===== src/rtl/pcx_src_req_q_pkg.sv =====
// Shared types and constants for the PCX source request queue.
// Latency: n/a (types only).
// Backpressure: n/a (types only).
package pcx_q_pkg;

    localparam int PCX_DEST_W = 5;
    localparam int PCX_PKT_W  = 124;

    // Destination bit positions within the request vector.
    localparam int DEST_L2B0 = 0;
    localparam int DEST_L2B1 = 1;
    localparam int DEST_L2B2 = 2;
    localparam int DEST_L2B3 = 3;
    localparam int DEST_FPIO = 4;

    // One queued request. Field order matches the packed FIFO word used by the top.
    typedef struct packed {
        logic [PCX_DEST_W-1:0] dest;
        logic                  atom;
        logic [PCX_PKT_W-1:0]  data;
    } pcx_entry_t;

    // True when more than one destination bit is set.
    function automatic logic multi_hot(input logic [PCX_DEST_W-1:0] v);
        return (v & (v - PCX_DEST_W'(1))) != '0;
    endfunction

endpackage


===== src/rtl/pcx_src_req_q_if.sv =====
// Core-side and arbiter-side signals of one PCX source request port.
// Latency: n/a (wiring only).
// Backpressure: n/a; the core relies on credits, the arbiter pops only when vld.
interface pcx_src_req_q_if
    import pcx_q_pkg::*;
#(
    parameter int PKT_W = PCX_PKT_W
);
    logic [PCX_DEST_W-1:0] spc_pcx_req_pq;
    logic                  spc_pcx_atom_pq;
    logic [PKT_W-1:0]      spc_pcx_data_pa;
    logic [PCX_DEST_W-1:0] pcx_spc_grant_px;
    logic                  pcx_req_vld;
    logic [PCX_DEST_W-1:0] pcx_req_dest;
    logic                  pcx_req_atom;
    logic [PKT_W-1:0]      pcx_req_data;
    logic                  arb_pcx_pop;
    logic                  pcx_req_err;

    // Core plus arbiter view (drives requests and pops).
    modport master (
        output spc_pcx_req_pq, spc_pcx_atom_pq, spc_pcx_data_pa, arb_pcx_pop,
        input  pcx_spc_grant_px, pcx_req_vld, pcx_req_dest, pcx_req_atom,
               pcx_req_data, pcx_req_err
    );

    // Queue view.
    modport slave (
        input  spc_pcx_req_pq, spc_pcx_atom_pq, spc_pcx_data_pa, arb_pcx_pop,
        output pcx_spc_grant_px, pcx_req_vld, pcx_req_dest, pcx_req_atom,
               pcx_req_data, pcx_req_err
    );
endinterface


===== src/rtl/pcx_src_req_q_fifo.sv =====
// Generic DEPTH x W FIFO with wrap-flag pointers, head shown combinationally.
// Latency: a push is visible at the head the cycle after it is written.
// Backpressure: push while full is dropped unless a pop happens in the same cycle.
module pcx_q_fifo #(
    parameter int W     = 8,
    parameter int DEPTH = 4,
    parameter int PTR_W = 2
) (
    input  logic           clk_i,
    input  logic           rst_i,
    input  logic           push_i,
    input  logic           pop_i,
    input  logic [W-1:0]   din_i,
    output logic           full_o,
    output logic           empty_o,
    output logic [PTR_W:0] cnt_o,
    output logic [W-1:0]   head_o
);
    logic [W-1:0]   mem_q [DEPTH];
    logic [PTR_W:0] wr_ptr_q;
    logic [PTR_W:0] rd_ptr_q;
    logic           do_push;
    logic           do_pop;

    assign empty_o = (wr_ptr_q == rd_ptr_q);
    assign full_o  = (wr_ptr_q[PTR_W] != rd_ptr_q[PTR_W]) &&
                     (wr_ptr_q[PTR_W-1:0] == rd_ptr_q[PTR_W-1:0]);
    assign cnt_o   = wr_ptr_q - rd_ptr_q;
    assign head_o  = empty_o ? '0 : mem_q[rd_ptr_q[PTR_W-1:0]];

    // At full a same-cycle pop frees the slot being overwritten, so the push is kept.
    assign do_push = push_i && (!full_o || pop_i);
    assign do_pop  = pop_i && !empty_o;

    // Storage and pointer update.
    always_ff @(posedge clk_i or posedge rst_i) begin
        if (rst_i) begin
            wr_ptr_q <= '0;
            rd_ptr_q <= '0;
            for (int i = 0; i < DEPTH; i++) begin
                mem_q[i] <= '0;
            end
        end else begin
            if (do_push) begin
                mem_q[wr_ptr_q[PTR_W-1:0]] <= din_i;
                wr_ptr_q <= wr_ptr_q + (PTR_W+1)'(1);
            end
            if (do_pop) begin
                rd_ptr_q <= rd_ptr_q + (PTR_W+1)'(1);
            end
        end
    end
endmodule


===== src/rtl/pcx_src_req_q.sv =====
// Crossbar-side PCX request queue for one core: capture, FIFO, atomic gating, grant.
// Latency: req at N -> head at N+2; pop at N -> grant pulse at N+1.
// Backpressure: credit based (core keeps <= DEPTH outstanding); overflow pushes dropped.
// Optional checker enabled by defining PCX_SRC_REQ_CHK_EN (drives pcx_req_err).
module pcx_src_req_q
    import pcx_q_pkg::*;
#(
    parameter int PKT_W = PCX_PKT_W,
    parameter int DEPTH = 4,
    parameter int PTR_W = $clog2(DEPTH)
) (
    input  logic rclk,
    input  logic reset,
    pcx_src_req_q_if.slave bus
);
    localparam int ENT_W = PCX_DEST_W + 1 + PKT_W;

    logic [PCX_DEST_W-1:0] req_pa_q;
    logic                  atom_pa_q;
    logic [PCX_DEST_W-1:0] grant_q;
    logic [PCX_DEST_W-1:0] grant_d;

    logic                  push;
    logic                  pop;
    logic                  vld;
    logic                  fifo_full;
    logic                  fifo_empty;
    logic [PTR_W:0]        fifo_cnt;
    logic [ENT_W-1:0]      wr_entry;
    logic [ENT_W-1:0]      head;
    logic [PCX_DEST_W-1:0] head_dest;
    logic                  head_atom;
    logic [PKT_W-1:0]      head_data;

    // PQ -> PA capture; the atomic flag only means something alongside a request.
    always_ff @(posedge rclk or posedge reset) begin
        if (reset) begin
            req_pa_q  <= '0;
            atom_pa_q <= 1'b0;
        end else begin
            req_pa_q  <= bus.spc_pcx_req_pq;
            atom_pa_q <= bus.spc_pcx_atom_pq && (bus.spc_pcx_req_pq != '0);
        end
    end

    assign push     = (req_pa_q != '0);
    assign wr_entry = {req_pa_q, atom_pa_q, bus.spc_pcx_data_pa};

    pcx_q_fifo #(
        .W     (ENT_W),
        .DEPTH (DEPTH),
        .PTR_W (PTR_W)
    ) u_fifo (
        .clk_i   (rclk),
        .rst_i   (reset),
        .push_i  (push),
        .pop_i   (pop),
        .din_i   (wr_entry),
        .full_o  (fifo_full),
        .empty_o (fifo_empty),
        .cnt_o   (fifo_cnt),
        .head_o  (head)
    );

    assign {head_dest, head_atom, head_data} = head;

    // An atomic head is held back until its partner is queued behind it, so the
    // arbiter can always take the pair on back-to-back cycles.
    assign vld = !fifo_empty && (!head_atom || (fifo_cnt >= (PTR_W+1)'(2)));
    assign pop = bus.arb_pcx_pop && vld;

    assign bus.pcx_req_vld  = vld;
    assign bus.pcx_req_dest = head_dest;
    assign bus.pcx_req_atom = head_atom;
    assign bus.pcx_req_data = head_data;

    // Grant pulse carries the destination of the entry just popped.
    always_comb begin
        grant_d = '0;
        if (pop) begin
            grant_d = head_dest;
        end
    end

    // Registered grant.
    always_ff @(posedge rclk or posedge reset) begin
        if (reset) begin
            grant_q <= '0;
        end else begin
            grant_q <= grant_d;
        end
    end

    assign bus.pcx_spc_grant_px = grant_q;

`ifdef PCX_SRC_REQ_CHK_EN
    logic                  err_q;
    logic                  err_d;
    logic                  atom_pend_q;
    logic [PCX_DEST_W-1:0] atom_dest_q;

    // Sticky protocol error: bad request vector, overflow, broken atomic pair, stray pop.
    always_comb begin
        err_d = err_q;
        if (multi_hot(bus.spc_pcx_req_pq)) begin
            err_d = 1'b1;
        end
        if (push && fifo_full && !pop) begin
            err_d = 1'b1;
        end
        if (atom_pend_q && ((bus.spc_pcx_req_pq != atom_dest_q) || bus.spc_pcx_atom_pq)) begin
            err_d = 1'b1;
        end
        if (bus.arb_pcx_pop && !vld) begin
            err_d = 1'b1;
        end
    end

    // Remember the first half of an atomic pair for one cycle, and hold the error.
    always_ff @(posedge rclk or posedge reset) begin
        if (reset) begin
            err_q       <= 1'b0;
            atom_pend_q <= 1'b0;
            atom_dest_q <= '0;
        end else begin
            err_q       <= err_d;
            atom_pend_q <= bus.spc_pcx_atom_pq && (bus.spc_pcx_req_pq != '0);
            atom_dest_q <= bus.spc_pcx_req_pq;
        end
    end

    assign bus.pcx_req_err = err_q;
`else
    assign bus.pcx_req_err = 1'b0;
`endif

endmodule


===== src/flat_wrapper.sv =====
// flat-port wrapper written by rule: the top's interface ports become plain ports
module pcx_src_req_q_flat import pcx_q_pkg::*;
#(
    parameter int PKT_W = PCX_PKT_W,
    parameter int DEPTH = 4,
    parameter int PTR_W = $clog2(DEPTH)
)
  (rclk, reset, bus_spc_pcx_req_pq, bus_spc_pcx_atom_pq, bus_spc_pcx_data_pa, bus_arb_pcx_pop, bus_pcx_spc_grant_px, bus_pcx_req_vld, bus_pcx_req_dest, bus_pcx_req_atom, bus_pcx_req_data, bus_pcx_req_err);
  pcx_src_req_q_if #(.PKT_W(PKT_W)) bus_i ();
  input  logic rclk;
  input  logic reset;
  input wire logic [$bits(bus_i.spc_pcx_req_pq)-1:0] bus_spc_pcx_req_pq;
  input wire logic [$bits(bus_i.spc_pcx_atom_pq)-1:0] bus_spc_pcx_atom_pq;
  input wire logic [$bits(bus_i.spc_pcx_data_pa)-1:0] bus_spc_pcx_data_pa;
  input wire logic [$bits(bus_i.arb_pcx_pop)-1:0] bus_arb_pcx_pop;
  output wire logic [$bits(bus_i.pcx_spc_grant_px)-1:0] bus_pcx_spc_grant_px;
  output wire logic [$bits(bus_i.pcx_req_vld)-1:0] bus_pcx_req_vld;
  output wire logic [$bits(bus_i.pcx_req_dest)-1:0] bus_pcx_req_dest;
  output wire logic [$bits(bus_i.pcx_req_atom)-1:0] bus_pcx_req_atom;
  output wire logic [$bits(bus_i.pcx_req_data)-1:0] bus_pcx_req_data;
  output wire logic [$bits(bus_i.pcx_req_err)-1:0] bus_pcx_req_err;
  assign bus_i.spc_pcx_req_pq = bus_spc_pcx_req_pq;
  assign bus_i.spc_pcx_atom_pq = bus_spc_pcx_atom_pq;
  assign bus_i.spc_pcx_data_pa = bus_spc_pcx_data_pa;
  assign bus_i.arb_pcx_pop = bus_arb_pcx_pop;
  assign bus_pcx_spc_grant_px = bus_i.pcx_spc_grant_px;
  assign bus_pcx_req_vld = bus_i.pcx_req_vld;
  assign bus_pcx_req_dest = bus_i.pcx_req_dest;
  assign bus_pcx_req_atom = bus_i.pcx_req_atom;
  assign bus_pcx_req_data = bus_i.pcx_req_data;
  assign bus_pcx_req_err = bus_i.pcx_req_err;
  pcx_src_req_q #(.PKT_W(PKT_W), .DEPTH(DEPTH), .PTR_W(PTR_W)) u_core (.rclk(rclk), .reset(reset), .bus(bus_i));
endmodule

===== config.mk =====
export PLATFORM = sky130hd
export DESIGN_NAME = pcx_src_req_q_flat
export DESIGN_NICKNAME = d
export VERILOG_FILES = /design/src/rtl/pcx_src_req_q_pkg.sv /design/src/rtl/pcx_src_req_q_if.sv /design/src/rtl/pcx_src_req_q_fifo.sv /design/src/rtl/pcx_src_req_q.sv /design/src/flat_wrapper.sv
export SDC_FILE = /design/constraint.sdc
export NUM_CORES = 1
export LEC_CHECK = 0
export CAP_MARGIN = 10
export CORE_MARGIN = 1.5
export CORE_UTILIZATION = 55
export DETAILED_ROUTE_END_ITERATION = 7
export DONT_BUFFER_PORTS = 1
export PLACE_DENSITY = 0.72
export SLEW_MARGIN = 20
export SYNTH_ARGS = -nofsm -noshare
export SYNTH_HDL_FRONTEND = slang
export SYNTH_HIERARCHICAL = 1
export SYNTH_SLANG_ARGS = --single-unit

===== constraint.sdc =====
create_clock -name rclk -period 26.3 [get_ports rclk]
set_input_delay 5.26 -clock rclk [delete_from_list [all_inputs] [get_ports rclk]]
set_output_delay 5.26 -clock rclk [all_outputs]
set_load 0.01 [all_outputs]

==> results of run 1 <==
## layout by cell type (no fill, tap or decap), drive strengths merged, types with 5 or more instances in the layout
master and count:
mux2 523, clkinv 5, clkbuf 84, buf 22, ha 7, nor2b 130, inv 7, mux4 130
dfrtp 537, nor3b 6
## stage by stage
step | hold WS [ns] | util [%]
2_1_floorplan | 0.452 | -
3_3_place_gp | 0.462 | 56.7
3_5_place_dp | 0.470 | 56.7
4_1_cts | 0.483 | 60.8
5_1_grt | 0.495 | 60.9
6_report | 0.481 | 60.9
## how the worst min path moves through the flow
stage	startpoint	cells past startpoint	end
after detailed placement	u_core/u_fifo/mem_q[235]$_DFFE_PP0P_	1	u_core/u_fifo/mem_q[235]$_DFFE_PP0P_
after global placement	u_core/u_fifo/mem_q[306]$_DFFE_PP0P_	1	u_core/u_fifo/mem_q[306]$_DFFE_PP0P_
final	u_core/u_fifo/mem_q[235]$_DFFE_PP0P_	1	u_core/u_fifo/mem_q[235]$_DFFE_PP0P_
after floorplan	u_core/u_fifo/mem_q[230]$_DFFE_PP0P_	1	u_core/u_fifo/mem_q[230]$_DFFE_PP0P_
after global routing	u_core/u_fifo/mem_q[235]$_DFFE_PP0P_	1	u_core/u_fifo/mem_q[235]$_DFFE_PP0P_
after CTS	u_core/u_fifo/mem_q[235]$_DFFE_PP0P_	1	u_core/u_fifo/mem_q[235]$_DFFE_PP0P_
## power groups by stage
| stage | clock, mW | sequential [mW] | combinational [mW] |
|---|---|---|---|
| final | 0.749 | 1.47 | 1.92 |
| after global routing | 0.803 | 1.52 | 2.06 |
| after CTS | 0.770 | 1.47 | 1.95 |
| after detailed placement | 0 | 1.48 | 1.95 |
| after global placement | 0 | 1.45 | 1.91 |
| after floorplan | 0 | 1.41 | 1.61 |
## metal layers
| layer | vias up | part of all wire, % |
|---|---|---|
| met5 | - | 0 |
| met4 | 0 | 1.9 |
| met3 | 57 | 7.3 |
| met2 | 231 | 49 |
| met1 | 6674 | 42 |
| li1 | 5312 | - |
## worst max-delay path, cell delays in order, from the launching register on
cell and delay (ns):
dfrtp_4 0.61, ha_1 0.37, nand2_1 0.12, nor2_4 0.10, buf_4 0.63, buf_4 0.79, nor2b_1 0.29
## flip-flops by register name (all words and copies together), names as in the netlist
signal / cells
u_core/atom_pa_q: 1
u_core/bus.pcx_spc_grant_px: 5
u_core/req_pa_q: 5
u_core/u_fifo/mem_q: 520
u_core/u_fifo/rd_ptr_q: 3
u_core/u_fifo/wr_ptr_q: 3
## layout make-up
| class | instances | area [um2] | area share [%] |
|---|---|---|---|
| sequential | 537 | 13400 | 51.4 |
| multi-input combinational | 827 | 10000 | 38.3 |
| clock buffer | 84 | 1640 | 6.25 |
| tap | 585 | 732 | 2.80 |
| timing repair buffer | 22 | 204 | 0.779 |
| clock inverter | 8 | 105 | 0.402 |
| inverter | 6 | 30.0 | 0.115 |
==> results.yml, run 1 <==
outcome:
  status: "complete, no violations"
clock_tree:
  worstSkewPairLatency_ns: 0.60
  holdBufCountCts: 0
  cts_tree: "yes"
  cts_root_buffer: "clkbuf_16"
  ctsResizeCount: 0
  cts_max_level: 2
  clkTransAtPathRegs_ns: 0.06
  clock_sinks: 537
  cts-buffers-inserted: 55
  cts_setup_buffers: 0
  clockBufferDepth: 3
critical_path:
  crit_start: "u_core/u_fifo/rd_ptr_q[0]$_DFFE_PP0P_"
  crit_type: "flop to primary output"
  reg2reg_from: "u_core/u_fifo/rd_ptr_q[0]$_DFFE_PP0P_"
  cp_max_fo: 70
  r2r-end: "u_core/u_fifo/mem_q[27]$_DFFE_PP0P_"
  required_ns: 21.04
  crit_path_end_kind: "primary output"
  endpoint: "bus_pcx_req_data[97]"
  r2r_setup_slack_ns: 20.50
  r2r_cells: 12
  critPathArrivalTime_ns: 3.64
  start_kind: "flop"
logic_synthesis:
  avgSynthCellArea_um2: 16.3
  yosys_warnings: 6
  synth_nets: 1612
  synthCells: 1471
  syn-cell-area_um2: 23900
drt:
  vias: 12300
  detail-route-antenna-nets: 0
  drc: 0
  wl_per_cell_um: 23.6
  drt-total-wl_um: 48800
  viasPerCell: 5.93
  drt_first_pass_iters: 4
  drt_iter0_drc: 576
power:
  pwr-share-seq_pct: 35.5
  switchingPower_mw: 1.43
  ir_drop_mv: 0.0829
  p_per_area_nw_per_um2: 158
  p_leak_nw: 10.7
  p_clk_share_pct: 18.1
  swShare_pct: 34.5
  power_mw: 4.13
  power.internal_mw: 2.71
  p_comb_share_pct: 46.4
floorplan:
  rows: 76
  core_um2: 43000
  dieArea_um2: 44800
  die_w_um: 212
  start_util_pct: 55.7
  ioPinCount: 270
  die_h_um: 212
layout:
  num-nets-final: 1590
  drive_above_1_share_pct: 47.4
  syn2layout_area_growth_pct: 9.30
  stdcell_count: 2069
  n_antenna_cell: 0
  fill_cells: 3226
  final_area_um2: 26200
placed_design:
  pre_cts_ws_ns: 17.51
  hpwl_um: 28900
  place_congestion: 0.737
  place_inst: 1976
  placed_cell_area_um2: 24400
  port_buffers: 0
timing:
  slew_violations: 0
  maxSlewHeadroom_pct: 34.2
  worst_clock_skew_ns: 0.0169
  setup_slack_ns: 17.40
  final-hold-violation-count: 0
  post-route-period-util_pct: 33.8
  tns_ns: 0
  period_minus_slack_ns: 8.90
  rsz0062_at_grt: "false"
  setup_viol: 0
  max_freq_mhz: 112
  tightest_slew_ns: 0.987
hold_path:
  hold_path.class: "flop to flop"
global_routing:
  use_met3_pct: 7.22
  antenna_found_initial: 0
  gr-usage-all-layers_pct: 22.5
  grt_pass1_wl_um: 78200
  busiest_layer: "met2"
  grt_pass1_vias: 13700
  grtUsageMet2_pct: 36.8
  grt_max_degree: 124
  grtUsageMet1_pct: 28.9
  grt-ovfl-total: 0
job:
  cap_violations: 0
No activity file was read; power rests on OpenSTA's default activity.
==> run 2, diff against run 1 <==
Clock period 26.3 ns to 9.15 ns, I/O delays scaled along.
==> run 2 against run 1 <==
Against the previous run: first-iteration DRC count up 11%; setup slack worse by 14 ns; global-route usage up 0.098 points; hold slack about the same; routed wire length about the same; final area up 0.47%; clock skew down 0.0078 ns; combinational power rose to 2.8 times the previous value.
==> results.yml, run 2 (synthesis results as in run 1) <==
layout:
  regMostFlops: "u_core/u_fifo/mem_q"
  drive_above_1_share_pct: 47.8
  largest_reg_flops: 520
  multi_input_area_um2: 10000
  n_antenna_cell: 0
  seqCellArea_um2: 13400
  num-nets-final: 1588
  fill_cells: 3220
  final_common_cell: "dfrtp_1"
  syn2layout_area_growth_pct: 9.81
  final_cell_mix: "535 x dfrtp_1, 466 x mux2_2, 130 x mux4_2, 130 x nor2b_1"
timing:
  hold_ws_ns: 0.482
  slew_violations: 0
  final-hold-violation-count: 0
  max_freq_mhz: 175
  period_minus_slack_ns: 5.71
  maxSlewHeadroom_pct: 27.3
  rsz0062_at_grt: "false"
  tightest_slew_ns: 1.09
  worst_clock_skew_ns: 0.00907
  setup_viol: 0
  tns_ns: 0
  post-route-period-util_pct: 62.4
power:
  p_per_area_nw_per_um2: 456
  power_mw: 12.0
  p_comb_share_pct: 45.2
  ir_drop_mv: 0.248
  switchingPower_mw: 4.13
  p_clk_share_pct: 19.1
  pwr-share-seq_pct: 35.6
  p_leak_nw: 10.7
  power.internal_mw: 7.87
  swShare_pct: 34.4
floorplan:
  start_util_pct: 55.7
  core_um2: 43000
  ioPinCount: 270
  dieArea_um2: 44800
  rows: 76
  die_w_um: 212
  die_h_um: 212
hold_path:
  min-delay-start: "u_core/u_fifo/mem_q[258]$_DFFE_PP0P_"
  hold_path.class: "flop to flop"
  min_path_cells: 1
  holdPathEnd: "u_core/u_fifo/mem_q[258]$_DFFE_PP0P_"
critical_path:
  r2r_cells: 11
  start_kind: "flop"
  crit_path_end_kind: "primary output"
  critPathSlowestCell: "dfrtp_4"
  reg2reg_from: "u_core/u_fifo/rd_ptr_q[1]$_DFFE_PP0P_"
  cp_max_fo: 69
  cpMostUsedCell: "buf_4"
  cp_cell_sequence: "inv_1 > ha_1 > nand2_1 > nor2_4 > buf_4 > buf_4 > nor2b_1"
  critPathArrivalTime_ns: 3.88
  r2r-end: "u_core/u_fifo/mem_q[20]$_DFFE_PP0P_"
  required_ns: 7.32
  crit_type: "flop to primary output"
  r2r_setup_slack_ns: 3.56
  max_stage_delay_ns: 0.85
clock_tree:
  clkTransAtPathRegs_ns: 0.06
  ctsResizeCount: 0
  cts_setup_buffers: 0
  clock_sinks: 537
  cts_root_buffer: "clkbuf_16"
  cts_max_level: 2
  cts_tree: "yes"
  clockBufferDepth: 3
  holdBufCountCts: 0
  cts-buffers-inserted: 56
  worstSkewPairLatency_ns: 0.61
placed_design:
  port_buffers: 0
  place_congestion: 0.752
  hpwl_um: 28900
global_routing:
  gr-usage-all-layers_pct: 22.6
  grt_pass1_vias: 13700
  grt-ovfl-total: 0
  antenna_found_initial: 0
  grt_pass1_wl_um: 78100
  grt_max_degree: 197
drt:
  wl_per_cell_um: 23.5
  vias: 12300
  drc: 0
  detail-route-antenna-nets: 0
  drt_iter0_drc: 641
  drt_first_pass_iters: 4
  viasPerCell: 5.91
  drt-total-wl_um: 48800
job:
  cap_violations: 0
outcome:
  status: "complete, no violations"
-- run 2: cell types whose count changed in the layout (fill, tap and decap cells not counted), sizes merged --
cell | previous run | this run
clkbuf | 84 | 81
bufinv | 2 | 5
buf | 22 | 19
clkinvlp | 0 | 3
clkinv | 5 | 11
-- run 2: final cells by class --
cell class	count	share of cell area [%]
clock inverter	20	0.918
inverter	6	0.0999
clock buffer	81	6.19
tap	585	2.78
timing repair buffer	19	0.776
multi-input combinational	827	38.1
sequential	537	51.1
-- run 2: power groups by stage --
stage / clock [mW] / sequential (mW) / combinational [mW]
after global routing: 2.45 / 4.44 / 5.85
after CTS: 2.35 / 4.28 / 5.54
after global placement: 0 / 4.25 / 5.42
after floorplan: 0 / 4.05 / 4.62
final: 2.30 / 4.28 / 5.43
after detailed placement: 0 / 4.31 / 5.53
-- run 2: critical path, delay by kind of cell (launching register included) --
family	cells	cell delay, ns
fa+ha+maj	1	0.33
buf+inv	3	1.53
flops	1	0.85
simple gates	3	0.50
-- run 2: routing by layer --
layer  GRT usage, %  vias to the layer above  routed length [um]
li1               -                     5322                   -
met4           7.88                        0                1180
met5              0                        -                   0
met1           28.7                     6606               20200
met3           6.94                       83                3470
met2           37.1                      252               24000
-- run 2: how the worst max path moves through the flow --
stage	startpoint	endpoint	slack, ns	depth (start not counted)
5_1_grt	u_core/u_fifo/rd_ptr_q[1]$_DFFE_PP0P_	bus_pcx_req_data[7]	3.15	7
3_5_place_dp	u_core/u_fifo/rd_ptr_q[1]$_DFFE_PP0P_	u_core/u_fifo/mem_q[13]$_DFFE_PP0P_	3.48	11
2_1_floorplan	reset	u_core/u_fifo/mem_q[0]$_DFFE_PP0P_	0.17	1
6_report	u_core/u_fifo/rd_ptr_q[1]$_DFFE_PP0P_	bus_pcx_req_data[39]	3.44	7
4_1_cts	u_core/u_fifo/rd_ptr_q[1]$_DFFE_PP0P_	bus_pcx_req_data[39]	3.05	4
3_3_place_gp	u_core/u_fifo/rd_ptr_q[1]$_DFFE_PP0P_	u_core/u_fifo/mem_q[20]$_DFFE_PP0P_	3.57	11
-- run 2: stage by stage --
stage                     worst slack [ns]  cell area, um2  utilization (%)  cells
after global routing                  3.15           26300             61.2   2075
final                                 3.44           26300             61.2   2075
after detailed placement              3.48           24400             56.8   1973
after global placement                3.57           24400             56.8   1973
after floorplan                      0.172           24000                -   1471
after CTS                             3.05           26300             61.1   2074
